===== src/rtl/debug_uart_pkg.sv =====
// Shared constants, state encodings and the nibble-to-ASCII helper for the
// debug register UART dump.
package debug_uart_pkg;

    localparam logic [7:0] ASCII_SPACE = 8'h20;
    localparam logic [7:0] ASCII_CR    = 8'h0D;
    localparam logic [7:0] ASCII_LF    = 8'h0A;

    localparam int MSG_BYTES     = 46;
    localparam int CHARS_PER_REG = 8;
    localparam int NUM_REGS      = 5;

    // Index of the final byte (LF) of the message.
    localparam logic [5:0] LAST_IDX = 6'(MSG_BYTES - 1);

    // Message sequencer states.
    typedef enum logic [1:0] {
        SEQ_IDLE,
        SEQ_LOAD,
        SEQ_SEND,
        SEQ_FINISH
    } seq_state_e;

    // Byte serializer states.
    typedef enum logic [1:0] {
        S_IDLE,
        S_START,
        S_DATA,
        S_STOP
    } ser_state_e;

    // 0-9 -> '0'-'9', A-F -> 'A'-'F' (uppercase).
    function automatic logic [7:0] nibble_to_ascii(input logic [3:0] nib);
        if (nib < 4'd10) begin
            return 8'h30 + {4'h0, nib};
        end else begin
            return 8'h37 + {4'h0, nib};
        end
    endfunction

endpackage


===== src/rtl/uart_tx_byte.sv =====
// 8N1 byte serializer. Ready is combinational and also true on the last cycle
// of a stop bit, so a Load on that edge chains the next frame with no gap.
module uart_tx_byte
    import debug_uart_pkg::*;
#(
    parameter int CLKS_PER_BIT = 868
) (
    input  logic       ClkIn,
    input  logic       Reset,
    input  logic [7:0] Data,
    input  logic       Load,
    output logic       Tx,
    output logic       Ready,
    output logic       ByteDone
);

    localparam int CW = (CLKS_PER_BIT > 1) ? $clog2(CLKS_PER_BIT) : 1;
    localparam logic [CW-1:0] CNT_LAST = CW'(CLKS_PER_BIT - 1);

    ser_state_e    state_q, state_d;
    logic [CW-1:0] cnt_q, cnt_d;
    logic [2:0]    bit_q, bit_d;
    logic [7:0]    shift_q, shift_d;
    logic          tx_q, tx_d;
    logic          bit_end;

    assign bit_end  = (cnt_q == CNT_LAST);
    assign ByteDone = (state_q == S_STOP) && bit_end;
    assign Ready    = (state_q == S_IDLE) || ByteDone;
    assign Tx       = tx_q;

    // Serializer next-state: bit-period counting, bit index and line level.
    always_comb begin
        state_d = state_q;
        cnt_d   = cnt_q;
        bit_d   = bit_q;
        shift_d = shift_q;
        tx_d    = tx_q;
        if (Load && Ready) begin
            state_d = S_START;
            cnt_d   = '0;
            bit_d   = '0;
            shift_d = Data;
            tx_d    = 1'b0;
        end else begin
            case (state_q)
                S_IDLE: begin
                    cnt_d = '0;
                    tx_d  = 1'b1;
                end
                S_START: begin
                    if (bit_end) begin
                        state_d = S_DATA;
                        cnt_d   = '0;
                        bit_d   = '0;
                        tx_d    = shift_q[0];
                    end else begin
                        cnt_d = cnt_q + 1'b1;
                    end
                end
                S_DATA: begin
                    if (bit_end) begin
                        cnt_d = '0;
                        if (bit_q == 3'd7) begin
                            state_d = S_STOP;
                            bit_d   = '0;
                            tx_d    = 1'b1;
                        end else begin
                            bit_d   = bit_q + 3'd1;
                            shift_d = {1'b0, shift_q[7:1]};
                            tx_d    = shift_q[1];
                        end
                    end else begin
                        cnt_d = cnt_q + 1'b1;
                    end
                end
                S_STOP: begin
                    if (bit_end) begin
                        state_d = S_IDLE;
                        cnt_d   = '0;
                        tx_d    = 1'b1;
                    end else begin
                        cnt_d = cnt_q + 1'b1;
                    end
                end
                default: begin
                    state_d = S_IDLE;
                    cnt_d   = '0;
                    tx_d    = 1'b1;
                end
            endcase
        end
    end

    // Serializer registers; the line idles high out of reset.
    always_ff @(posedge ClkIn or posedge Reset) begin
        if (Reset) begin
            state_q <= S_IDLE;
            cnt_q   <= '0;
            bit_q   <= '0;
            shift_q <= '0;
            tx_q    <= 1'b1;
        end else begin
            state_q <= state_d;
            cnt_q   <= cnt_d;
            bit_q   <= bit_d;
            shift_q <= shift_d;
            tx_q    <= tx_d;
        end
    end

endmodule


===== src/rtl/debug_uart_dump.sv =====
// Snapshots Reg19..Reg23 on Start and streams them as uppercase ASCII hex
// ("XXXXXXXX " x4, "XXXXXXXX\r\n") over an 8N1 UART line.
module debug_uart_dump
    import debug_uart_pkg::*;
#(
    parameter int CLKS_PER_BIT = 868
) (
    input  logic        ClkIn,
    input  logic        Reset,
    input  logic        Start,
    input  logic [31:0] Reg19,
    input  logic [31:0] Reg20,
    input  logic [31:0] Reg21,
    input  logic [31:0] Reg22,
    input  logic [31:0] Reg23,
    output logic        Tx,
    output logic        Busy,
    output logic        Done
);

    seq_state_e                 state_q, state_d;
    logic [5:0]                 idx_q, idx_d;
    logic [NUM_REGS-1:0][31:0]  snap_q, snap_d;
    logic                       done_q, done_d;

    logic       tx_load;
    logic       tx_ready;
    logic       byte_done;
    logic [7:0] tx_char;

    logic [2:0]  grp;
    logic [3:0]  pos;
    logic [31:0] cur_reg;
    logic [3:0]  nib;

    assign Busy = (state_q != SEQ_IDLE);
    assign Done = done_q;

    // Split the byte index into register group (0..4) and position (0..8).
    always_comb begin
        grp = 3'd0;
        pos = 4'd0;
        if (idx_q < 6'd9) begin
            grp = 3'd0;
            pos = idx_q[3:0];
        end else if (idx_q < 6'd18) begin
            grp = 3'd1;
            pos = 4'(idx_q - 6'd9);
        end else if (idx_q < 6'd27) begin
            grp = 3'd2;
            pos = 4'(idx_q - 6'd18);
        end else if (idx_q < 6'd36) begin
            grp = 3'd3;
            pos = 4'(idx_q - 6'd27);
        end else begin
            grp = 3'd4;
            pos = 4'(idx_q - 6'd36);
        end
    end

    // Character mux. Byte 0 is loaded on the accepting edge, before the
    // snapshot exists, so while idle it reads Reg19 directly.
    always_comb begin
        cur_reg = snap_q[0];
        nib     = 4'h0;
        tx_char = ASCII_SPACE;
        if (state_q == SEQ_IDLE) begin
            cur_reg = Reg19;
        end else begin
            case (grp)
                3'd0:    cur_reg = snap_q[0];
                3'd1:    cur_reg = snap_q[1];
                3'd2:    cur_reg = snap_q[2];
                3'd3:    cur_reg = snap_q[3];
                default: cur_reg = snap_q[4];
            endcase
        end
        case (pos[2:0])
            3'd0:    nib = cur_reg[31:28];
            3'd1:    nib = cur_reg[27:24];
            3'd2:    nib = cur_reg[23:20];
            3'd3:    nib = cur_reg[19:16];
            3'd4:    nib = cur_reg[15:12];
            3'd5:    nib = cur_reg[11:8];
            3'd6:    nib = cur_reg[7:4];
            default: nib = cur_reg[3:0];
        endcase
        if (idx_q == LAST_IDX) begin
            tx_char = ASCII_LF;
        end else if (pos == 4'(CHARS_PER_REG)) begin
            tx_char = (grp == 3'd4) ? ASCII_CR : ASCII_SPACE;
        end else begin
            tx_char = nibble_to_ascii(nib);
        end
    end

    // Sequencer: accept Start when idle, then hand one byte per frame to the
    // serializer; LOAD advances the index while the start bit goes out.
    always_comb begin
        state_d = state_q;
        idx_d   = idx_q;
        snap_d  = snap_q;
        done_d  = 1'b0;
        tx_load = 1'b0;
        case (state_q)
            SEQ_IDLE: begin
                idx_d = '0;
                if (Start && tx_ready) begin
                    tx_load = 1'b1;
                    snap_d  = {Reg23, Reg22, Reg21, Reg20, Reg19};
                    state_d = SEQ_LOAD;
                end
            end
            SEQ_LOAD: begin
                if (idx_q == LAST_IDX) begin
                    state_d = SEQ_FINISH;
                end else begin
                    idx_d   = idx_q + 6'd1;
                    state_d = SEQ_SEND;
                end
            end
            SEQ_SEND: begin
                if (byte_done && tx_ready) begin
                    tx_load = 1'b1;
                    state_d = SEQ_LOAD;
                end
            end
            SEQ_FINISH: begin
                if (byte_done) begin
                    idx_d   = '0;
                    done_d  = 1'b1;
                    state_d = SEQ_IDLE;
                end
            end
            default: begin
                idx_d   = '0;
                state_d = SEQ_IDLE;
            end
        endcase
    end

    // Sequencer, snapshot and Done registers.
    always_ff @(posedge ClkIn or posedge Reset) begin
        if (Reset) begin
            state_q <= SEQ_IDLE;
            idx_q   <= '0;
            snap_q  <= '0;
            done_q  <= 1'b0;
        end else begin
            state_q <= state_d;
            idx_q   <= idx_d;
            snap_q  <= snap_d;
            done_q  <= done_d;
        end
    end

    uart_tx_byte #(
        .CLKS_PER_BIT(CLKS_PER_BIT)
    ) u_tx (
        .ClkIn   (ClkIn),
        .Reset   (Reset),
        .Data    (tx_char),
        .Load    (tx_load),
        .Tx      (Tx),
        .Ready   (tx_ready),
        .ByteDone(byte_done)
    );

endmodule


===== config.mk =====
export PLATFORM = sky130hd
export DESIGN_NAME = debug_uart_dump
export DESIGN_NICKNAME = d
export VERILOG_FILES = /design/src/rtl/debug_uart_pkg.sv /design/src/rtl/uart_tx_byte.sv /design/src/rtl/debug_uart_dump.sv
export SDC_FILE = /design/constraint.sdc
export NUM_CORES = 1
export LEC_CHECK = 0
export BUFFER_PORTS_ARGS = -buffer_cell sky130_fd_sc_hd__buf_2
export CAP_MARGIN = 20
export CELL_PAD_IN_SITES_DETAIL_PLACEMENT = 1
export CELL_PAD_IN_SITES_GLOBAL_PLACEMENT = 1
export CORE_AREA = 2 2 176 126
export CTS_CLUSTER_SIZE = 24
export DETAILED_ROUTE_END_ITERATION = 12
export DIE_AREA = 0 0 178 128
export GPL_TIMING_DRIVEN = 0
export PLACE_DENSITY = 0.84
export SLEW_MARGIN = 25
export SYNTH_ARGS = -nofsm -noshare
export SYNTH_HDL_FRONTEND = slang
export SYNTH_HIERARCHICAL = 1
export SYNTH_SLANG_ARGS = --single-unit

===== constraint.sdc =====
create_clock -name ClkIn -period 11.93 [get_ports ClkIn]
set_input_delay 2.386 -clock ClkIn [delete_from_list [all_inputs] [get_ports ClkIn]]
set_output_delay 2.386 -clock ClkIn [all_outputs]
set_load 0.01 [all_outputs]

==> flow_summary.ini, run 1 <==
[placed_design]
gp_congestion = 0.901
dp_slack_ns = 6.66
portBuffers = 165
hpwlAfterDp_mm = 26.1
place_inst = 1326
postPlaceCellArea_mm2 = 0.0115

[clock_network]
cts.sinks = 193
cts_hold_buffers = 0
cts.path.max_buffers = 2
cts_resized = 0
clk_latency_ns = 0.46
tritoncts = yes
h-tree-depth = 4
cts-root-buf = clkbuf_16
post_cts_buffers = 0
clk_pin_slew_worst_paths_ns = 0.07
cts_made_buffers = 17

[final_layout]
final_cell_mix = dfrtp_1 (192), buf_2 (181), mux2_2 (158)
design_area_mm2 = 0.0120
layout.nets = 1250
drive_gt1_share_pct = 39.5
final_util_pct = 56.7
fin_cells = 1357
fill_cells = 2289
multiInputGateArea_mm2 = 0.00502
area_delta_synth_final_pct = 17.6
regArea_mm2 = 0.00483
final_common_cell = dfrtp_1

[worst_hold_path]
hp-class = register to register
min_path_cells = 2

[floorplanning]
num_rows = 45
start_util_pct = 48.2
dieArea_mm2 = 0.0228
die_width_um = 178
chipHeight_um = 128
core-area_mm2 = 0.0212
io_pins = 166

[global_routing]
grt_overflow = 0
grt_usage_pct = 32.3
grt_pass1_vias = 8992
grt_max_degree = 75
antenna_found_initial = 1
grt_pass1_wl_mm = 53.9

[yosys]
synthArstFlopShare_pct = 100
avgSynthCellArea_um2 = 11.7
synth_area_mm2 = 0.0102
ys_ff_latch = 193
yosysWarningCount = 6
synth_edf_count = 0
synthCells = 877
ys.flop_type = dfrtp_1
synth_cell_types = 89
synth_seq_area_share_pct = 47.2
syn-num-nets = 1064

[sta]
setup_viol = 0
skew_ns = 0.00968
maxSlewHeadroom_pct = 37.2
hold_violations = 0
fin_ws_ns = 6.92
rsz0062_at_grt = false
period_minus_slack_ns = 5.01
max_slew.worst_pin.slew_ns = 0.942
hold_ws_ns = 0.488
fmax_mhz = 199
final.setup.tns_ns = 0
fin_crit_sh_pct = 42.0
drv_slew = 0

[critical_path]
crit_type = register to register
cpPeakStageDelay_ns = 0.62
cp-startpoint = state_q[0]
crit_fanout = 10
worstPathArrival_ns = 5.33
crit_path_frequent_cell = clkbuf_1
critical_path_buf_inv_count = 7
timing.rr.start = state_q[0]
path_delay_family = buffers and inverters
path_cells = inv_1 -> ha_1 -> clkbuf_1 -> clkbuf_1 -> clkbuf_1 -> nand3_1 -> clkbuf_1 -> clkbuf_1 -> nand2_1 -> and2_1 -> or3_1 -> clkbuf_1 -> nor2_1
crit_end = u_tx/cnt_q[2]
r2r_end = u_tx/cnt_q[2]
worstPathRequired_ns = 12.25
start_kind = register
worst_setup_path_end_kind = register
slowest_stage = clkbuf_1
r2r_setup_slack_ns = 6.92
rr_worst_depth = 13
worst-path-stages = 13

[drt]
wl_per_cell_um = 26.3
vias_per_cell = 6.31
drc = 0
vias = 8556
wl_mm = 35.7
dr.pass1.iters = 7
ant_nets = 0
drtIter0Drc = 793

[power_and_ir_drop]
finalPower_mw = 1.26
peakVddDrop_mv = 0.101
powerDensity_mw_per_mm2 = 105
p_leak_nw = 5.98

[run]
max_cap_violations = 0

[outcome]
status = finished, final reports clean
cells in the mapped netlist, types with 12 or more instances:
| master | number | area, um^2 |
|---|---|---|
| a22oi_1 | 12 | 90.1 |
| a21oi_1 | 18 | 90.1 |
| a31oi_1 | 12 | 75.1 |
| nand3_1 | 23 | 115 |
| o21ai_0 | 16 | 80.1 |
| inv_1 | 26 | 97.6 |
| mux2_2 | 158 | 1780 |
| nor2_1 | 47 | 176 |
| dfrtp_1 | 192 | 4800 |
| a221oi_1 | 26 | 228 |
| mux2_4 | 14 | 210 |
| buf_2 | 16 | 80.1 |
| ha_1 | 24 | 300 |
| clkbuf_1 | 27 | 101 |
| nand2_1 | 57 | 214 |
final cells by class:
cell class                 instances  area share [%]
multi-input combinational        602            41.8
sequential                       193            40.2
timing repair buffer             167            7.32
clock buffer                      21            3.83
tap                              282            2.93
buffer                            55            2.35
inverter                          27           0.905
clock inverter                     9           0.697
antenna                            1          0.0208
state kept, by name, indices dropped and copies added, names as in the netlist:
name and count:
Done 1, idx_q 6, snap_q 160, state_q 2, u_tx/Tx 1, u_tx/bit_q 3
u_tx/cnt_q 10, u_tx/shift_q 8, u_tx/state_q 2
worst min path at each step:
stage,from,end,slack [ns]
floorplan,snap_q[19],snap_q[19],0.45
CTS,u_tx/Tx,u_tx/Tx,0.49
finish,u_tx/Tx,u_tx/Tx,0.49
detailed placement,u_tx/Tx,u_tx/Tx,0.47
global route,snap_q[112],snap_q[112],0.52
global placement,snap_q[5],snap_q[5],0.46
logic make-up (layout without fill, tap and decap cells):
| family | Yosys count | after routing | share of synthesized area, % |
|---|---|---|---|
| DFF | 193 | 193 | 47.2 |
| AOI/OAI and AO/OA | 194 | 194 | 15.3 |
| other | 1 | 2 | 0.0367 |
| adders and majority gates | 24 | 24 | 2.94 |
| muxes | 178 | 178 | 20.1 |
| and+or+nand+nor | 191 | 191 | 9.51 |
| buffers and inverters | 82 | 279 | 3.76 |
| xor gates and xnor gates | 14 | 14 | 1.20 |
layer usage:
metal | wire length (um) | GRT usage (%) | share of wire (%) | vias up
met5 | 0 | 0 | 0 | -
met1 | 15200 | 44.8 | 43 | 4352
met4 | 867 | 10.5 | 2.4 | 0
li1 | - | - | - | 3652
met3 | 3770 | 9.13 | 11 | 76
met2 | 15800 | 48.9 | 44 | 476
worst register-to-register path, cell delays in order, from the launching register on:
cell and delay [ns]:
dfrtp_1 0.42, inv_1 0.10, ha_1 0.33, clkbuf_1 0.62, clkbuf_1 0.57, clkbuf_1 0.62
nand3_1 0.38, clkbuf_1 0.42, clkbuf_1 0.38, nand2_1 0.24, and2_1 0.18, or3_1 0.15
clkbuf_1 0.37, nor2_1 0.11
power by group:
group	internal (mW)	switching, mW
Combinational	0.0217	0.0290
Sequential	0.654	0
Clock	0.296	0.260
No activity file was read; power rests on OpenSTA's default activity.
==> run 2: changes to the inputs <==
--- a/config.mk
+++ b/config.mk
@@ -9,12 +9,12 @@
 export CAP_MARGIN = 20
 export CELL_PAD_IN_SITES_DETAIL_PLACEMENT = 1
 export CELL_PAD_IN_SITES_GLOBAL_PLACEMENT = 1
-export CORE_AREA = 2 2 176 126
+export CORE_AREA = 2 2 184 132
 export CTS_CLUSTER_SIZE = 24
 export DETAILED_ROUTE_END_ITERATION = 12
-export DIE_AREA = 0 0 178 128
+export DIE_AREA = 0 0 186 134
 export GPL_TIMING_DRIVEN = 0
-export PLACE_DENSITY = 0.84
+export PLACE_DENSITY = 0.78
 export SLEW_MARGIN = 25
 export SYNTH_ARGS = -nofsm -noshare
 export SYNTH_HDL_FRONTEND = slang
==> constraint.sdc (replaced) <==
create_clock -name ClkIn -period 4.65 [get_ports ClkIn]
set_input_delay 0.93 -clock ClkIn [delete_from_list [all_inputs] [get_ports ClkIn]]
set_output_delay 0.93 -clock ClkIn [all_outputs]
set_load 0.01 [all_outputs]
==> flow_summary.ini, run 2 (synthesis gave the netlist of run 1 again) <==
[critical_path]
r2r_end = u_tx/shift_q[4]
worst-path-stages = 15
crit_type = register to register
worstPathArrival_ns = 4.81
timing.rr.start = idx_q[2]
crit_end = u_tx/shift_q[4]
cp-startpoint = idx_q[2]
crit_fanout = 10
rr_worst_depth = 15
cpPeakStageDelay_ns = 0.63
path_cells = inv_1 -> ha_1 -> buf_2 -> a21oi_2 -> buf_1 -> a22o_1 -> a221oi_1 -> a31oi_1 -> o221ai_1 -> a31oi_4 -> inv_1 -> ha_1 -> o21bai_1 -> a211oi_1 -> mux2_4
critical_path_buf_inv_count = 4
worst_setup_path_end_kind = register
slowest_stage = buf_1
r2r_setup_slack_ns = 0.16
worstPathRequired_ns = 4.97
start_kind = register
path_delay_family = compound AO/OA/AOI/OAI gates

[drt]
wl_mm = 35.6
vias_per_cell = 6.05
ant_nets = 0
dr.pass1.iters = 8
wl_per_cell_um = 25.5
drtIter0Drc = 669
drc = 0
vias = 8455

[global_routing]
grt_max_degree = 31
grt_use_met1_pct = 42.5
grt_pass1_vias = 8851
antenna_found_initial = 1
grt_overflow = 0
met2_usage_pct = 43.4
grt.busiest_layer = met2
grt_pass1_wl_mm = 53.7
grt_usage_pct = 29.5
grt_use_met3_pct = 7.77

[final_layout]
top_register = snap_q
area_delta_synth_final_pct = 20.1
multiInputGateArea_mm2 = 0.00507
drive_gt1_share_pct = 40.6
top_regs = snap_q: 160 flops, u_tx/cnt_q: 10 flops, u_tx/shift_q: 8 flops
design_area_mm2 = 0.0123
regArea_mm2 = 0.00483
layout.nets = 1253
fill_cells = 2476
final_cell_mix = dfrtp_1 (192), buf_2 (181), mux2_2 (158)
largest_reg_flops = 160
final_common_cell = dfrtp_1

[sta]
fmax_mhz = 223
fin_crit_sh_pct = 96.6
hold_violations = 0
period_minus_slack_ns = 4.49
maxSlewHeadroom_pct = 36.6
skew_ns = 0.0110
drv_slew = 0
setup_viol = 0
max_slew.worst_pin.slew_ns = 0.951
fin_ws_ns = 0.159
rsz0062_at_grt = false

[floorplanning]
core-area_mm2 = 0.0232
num_rows = 47
chipHeight_um = 134
start_util_pct = 44.0
io_pins = 166
die_width_um = 186
dieArea_mm2 = 0.0249

[placed_design]
postPlaceCellArea_mm2 = 0.0116
gp_congestion = 0.901
dp_slack_ns = -0.138
portBuffers = 165
hpwlAfterDp_mm = 26.2

[run]
max_cap_violations = 0

[power_and_ir_drop]
p_leak_nw = 6.07
peakVddDrop_mv = 0.253
powerDensity_mw_per_mm2 = 277
finalPower_mw = 3.40

[worst_hold_path]
min_path_cells = 2
hp-class = register to register

[clock_network]
cts_hold_buffers = 0
clk_pin_slew_worst_paths_ns = 0.07
cts.path.max_buffers = 2
h-tree-depth = 4
cts.sinks = 193
tritoncts = yes
cts_made_buffers = 17
clk_latency_ns = 0.45
cts-root-buf = clkbuf_16

[outcome]
status = finished, final reports clean
==> run 2: changes by cell type in the layout (fill, tap and decap cells not counted), moves of 2 or more <==
cell,before,now
clkbuf_1,29,21
bufinv_16,1,3
clkbuf_2,0,4
buf_12,0,3
clkbuf_8,2,5
==> run 2: stage by stage <==
stage | TNS (ns) | std cells | util, % | hold slack [ns]
after global placement | -1.14 | 1360 | 49.3 | 0.461
after CTS | 0 | 1397 | 52.7 | 0.476
after detailed placement | -1.85 | 1366 | 50.0 | 0.467
final | 0 | 1397 | 52.9 | 0.474
after global routing | 0 | 1397 | 52.9 | 0.504
after floorplan | 0 | 877 | - | 0.450
==> run 2: how the worst min path moves through the flow <==
stage | startpoint | to | slack (ns)
2_1_floorplan | snap_q[19] | snap_q[19] | 0.45
3_3_place_gp | u_tx/Tx | u_tx/Tx | 0.46
3_5_place_dp | u_tx/Tx | u_tx/Tx | 0.47
4_1_cts | u_tx/Tx | u_tx/Tx | 0.48
5_1_grt | u_tx/Tx | u_tx/Tx | 0.50
6_report | u_tx/Tx | u_tx/Tx | 0.47
==> run 2: final cells by class <==
type | count | share of cell area (%)
clock inverter | 9 | 1.05
antenna | 1 | 0.0204
sequential | 193 | 39.3
timing repair buffer | 171 | 7.89
clock buffer | 22 | 4.02
tap | 318 | 3.24
inverter | 27 | 0.856
buffer | 54 | 2.31
multi-input combinational | 602 | 41.3
==> run 2: worst reg2reg max path: stages, from the launching register on <==
cell	delay (ns)
dfrtp_1	0.52
inv_1	0.23
ha_1	0.26
buf_2	0.20
a21oi_2	0.46
buf_1	0.63
a22o_1	0.24
a221oi_1	0.06
a31oi_1	0.34
o221ai_1	0.25
a31oi_4	0.22
inv_1	0.09
ha_1	0.25
o21bai_1	0.21
a211oi_1	0.11
mux2_4	0.31
==> run 2: what timing repair did <==
item	CTS	global route
gates resized for setup	4	9
setup endpoints to repair	18	24
buffers inserted	0	0
pin swaps	0	2
==> run 2: metal layers <==
layer	up-vias	part of all wire (%)
li1	3647	-
met3	46	9.5
met2	435	43
met1	4327	45
met4	0	1.9
met5	-	0
==> run 2: where the power goes <==
part           switching [mW]  internal [mW]  leakage, nW
sequential                  0           1.68         2.64
combinational          0.0768         0.0627         3.13
clock                   0.668          0.914        0.304
==> run 3: changes to the inputs <==
--- a/config.mk
+++ b/config.mk
@@ -5,16 +5,17 @@
 export SDC_FILE = /design/constraint.sdc
 export NUM_CORES = 1
 export LEC_CHECK = 0
+export ABC_AREA = 1
 export BUFFER_PORTS_ARGS = -buffer_cell sky130_fd_sc_hd__buf_2
 export CAP_MARGIN = 20
 export CELL_PAD_IN_SITES_DETAIL_PLACEMENT = 1
 export CELL_PAD_IN_SITES_GLOBAL_PLACEMENT = 1
-export CORE_AREA = 2 2 184 132
+export CORE_AREA = 2 2 189 135
 export CTS_CLUSTER_SIZE = 24
 export DETAILED_ROUTE_END_ITERATION = 12
-export DIE_AREA = 0 0 186 134
+export DIE_AREA = 0 0 191 137
 export GPL_TIMING_DRIVEN = 0
-export PLACE_DENSITY = 0.78
+export PLACE_DENSITY = 0.79
 export SLEW_MARGIN = 25
 export SYNTH_ARGS = -nofsm -noshare
 export SYNTH_HDL_FRONTEND = slang
==> constraint.sdc (replaced) <==
create_clock -name ClkIn -period 4.9 [get_ports ClkIn]
set_input_delay 0.98 -clock ClkIn [delete_from_list [all_inputs] [get_ports ClkIn]]
set_output_delay 0.98 -clock ClkIn [all_outputs]
set_load 0.01 [all_outputs]
==> flow_summary.ini, run 3 <==
[sta]
rsz0062_at_grt = false
max_slew.worst_pin.slew_ns = 0.971
drv_slew = 0
skew_ns = 0.0124
final.setup.tns_ns = 0
hold_violations = 0
setup_viol = 0
maxSlewHeadroom_pct = 35.3
fin_crit_sh_pct = 85.7
period_minus_slack_ns = 4.20
fmax_mhz = 238

[worst_hold_path]
hp-class = input pin to async pin

[yosys]
synth_edf_count = 0
synth_top_area_share_pct = 46.5
syn-num-nets = 1369
synthArstFlopShare_pct = 100
ys_ff_latch = 193
synth_area_mm2 = 0.0103
synth.most_common_cell = nand2_1
synth_area_leaders = dfrtp_1 (46%), mux2_2 (14%), nand2_1 (11%)
ys.flop_type = dfrtp_1
yosysTopAreaCell = dfrtp_1
avgSynthCellArea_um2 = 8.74
synth_cell_types = 41
yosysWarningCount = 6
synth_top_cells_by_count = nand2_1 (310), dfrtp_1 (192), mux2_2 (124)
synth_seq_area_share_pct = 46.7
synthCells = 1182

[power_and_ir_drop]
internal-power_mw = 2.48
pwr-share-comb_pct = 4.2
power_switching_mw = 0.737
sw_frac_of_total_pct = 22.9
p_leak_nw = 6.73
powerDensity_mw_per_mm2 = 260
pwr-share-clk_pct = 46.3
peakVddDrop_mv = 0.246
seq_power_share_pct = 49.5
finalPower_mw = 3.21

[placed_design]
place_inst = 1679
portBuffers = 165
postPlaceCellArea_mm2 = 0.0117
hpwlAfterDp_mm = 27.0
gp_congestion = 0.872

[final_layout]
fin_cells = 1713
final_common_cell = nand2_1
layout.nets = 1560
final_cell_mix = nand2_1 (310), dfrtp_1 (192), buf_2 (175)
final_util_pct = 50.8
largest_reg_flops = 160
top_regs = snap_q: 160 flops, u_tx/cnt_q: 10 flops, u_tx/shift_q: 8 flops
top_register = snap_q
area_delta_synth_final_pct = 19.5
drive_gt1_share_pct = 29.2
design_area_mm2 = 0.0123

[global_routing]
grt_pass1_wl_mm = 54.5
antenna_found_initial = 2
grt_overflow = 0
grt_usage_pct = 28.3
grt_max_degree = 32
grt_pass1_vias = 9478

[critical_path]
start_kind = register
rr_worst_depth = 18
crit_fanout = 10
crit_type = register to register
worstPathRequired_ns = 5.24
worst_setup_path_end_kind = register
worstPathArrival_ns = 4.55

[floorplanning]
num_rows = 48
core-area_mm2 = 0.0243
io_pins = 166
chipHeight_um = 137
die_width_um = 191
dieArea_mm2 = 0.0262
start_util_pct = 42.5

[drt]
ant_nets = 0
drc = 0
vias_per_cell = 5.35
vias = 9163
dr.pass1.iters = 5
wl_mm = 35.9
drtIter0Drc = 627
wl_per_cell_um = 21.0

[clock_network]
clk_latency_ns = 0.45
clk_pin_slew_worst_paths_ns = 0.08
cts_hold_buffers = 0
cts-root-buf = clkbuf_16
post_cts_buffers = 0
cts.path.max_buffers = 2
tritoncts = yes
cts_resized = 0
cts.sinks = 193
h-tree-depth = 4
cts_made_buffers = 17

[run]
max_cap_violations = 0

[outcome]
status = finished, final reports clean
## run 3: changes by cell type after synthesis, moves of 34 or more
cell     delta
mux2_2     -34
a21oi_1    +37
nor2_1     +34
nand3_1    +74
inv_1      +78
nand2_1   +253
## run 3: worst max-delay path, stage by stage, from the launching register on
cell	delay, ns
dfrtp_1	0.48
ha_1	0.28
nand2_1	0.11
clkinv_1	0.07
nand2_1	0.07
nor2_2	0.04
nand3_2	0.08
nand2_2	0.11
nand3_1	0.28
clkbuf_1	0.32
clkbuf_1	0.72
clkbuf_1	0.62
nand2_1	0.29
a21oi_1	0.26
nand2_1	0.10
nand2_1	0.08
inv_1	0.05
nand3_1	0.07
nand2_1	0.06
## run 3: power by group through the flow
stage	registers [mW]	clock network, mW	logic (mW)
after detailed placement	1.62	0	0.136
after global routing	1.59	1.55	0.146
final	1.59	1.49	0.134
after floorplan	1.62	0	0.0274
after CTS	1.59	1.50	0.136
after global placement	1.62	0	0.120
## run 3: cells by family (layout without fill, tap and decap cells)
family / Yosys count / after routing / share of synthesized area [%]
and+or+nand+nor: 556 / 556 / 23.9
DFF: 193 / 193 / 46.7
adders and majority gates: 24 / 24 / 2.91
buffers and inverters: 161 / 365 / 6.37
AOI/OAI and AO/OA: 118 / 118 / 6.15
other: 1 / 3 / 0.0363
muxes: 124 / 124 / 13.5
xor gates and xnor gates: 5 / 5 / 0.424
## run 3: stage by stage
stage | setup WS, ns | hold slack, ns
global route | 0.461 | 0.410
detailed placement | 0.768 | 0.471
floorplan | 1.77 | 0.453
CTS | 0.757 | 0.412
finish | 0.699 | 0.424
global placement | 0.513 | 0.463
## run 3: routing by layer
| layer | wire length (um) | up-vias | global-route usage [%] | share of wire [%] |
|---|---|---|---|---|
| li1 | - | 4221 | - | - |
| met1 | 16800 | 4647 | 39.4 | 47 |
| met2 | 16600 | 265 | 46.1 | 46 |
| met3 | 2130 | 30 | 5.46 | 5.9 |
| met4 | 422 | 0 | 6.12 | 1.2 |
| met5 | 0 | - | 0 | 0 |
## run 3: worst paths after layout
| kind | from | to | slack, ns |
|---|---|---|---|
| min in group ClkIn | u_tx/Tx | u_tx/Tx | 0.48 |
| max reg2reg | u_tx/cnt_q[0] | u_tx/state_q[1] | 0.70 |
| min | Reset | Done | 0.42 |
| max in group asynchronous | Reset | snap_q[142] | 3.45 |
| max | u_tx/cnt_q[0] | u_tx/state_q[1] | 0.70 |
| min reg2reg | u_tx/Tx | u_tx/Tx | 0.48 |
## run 3: final cells by class
type                    count  area [um^2]
diodes                      2         5.00
plain buffers              45          224
clock buffers              22          494
clock inverters            10          120
fillers                  2936        12000
inverters                 116          439
multi-input cells         828         4850
flip-flops and latches    193         4830
well taps                 325          407
repair buffers            172          981
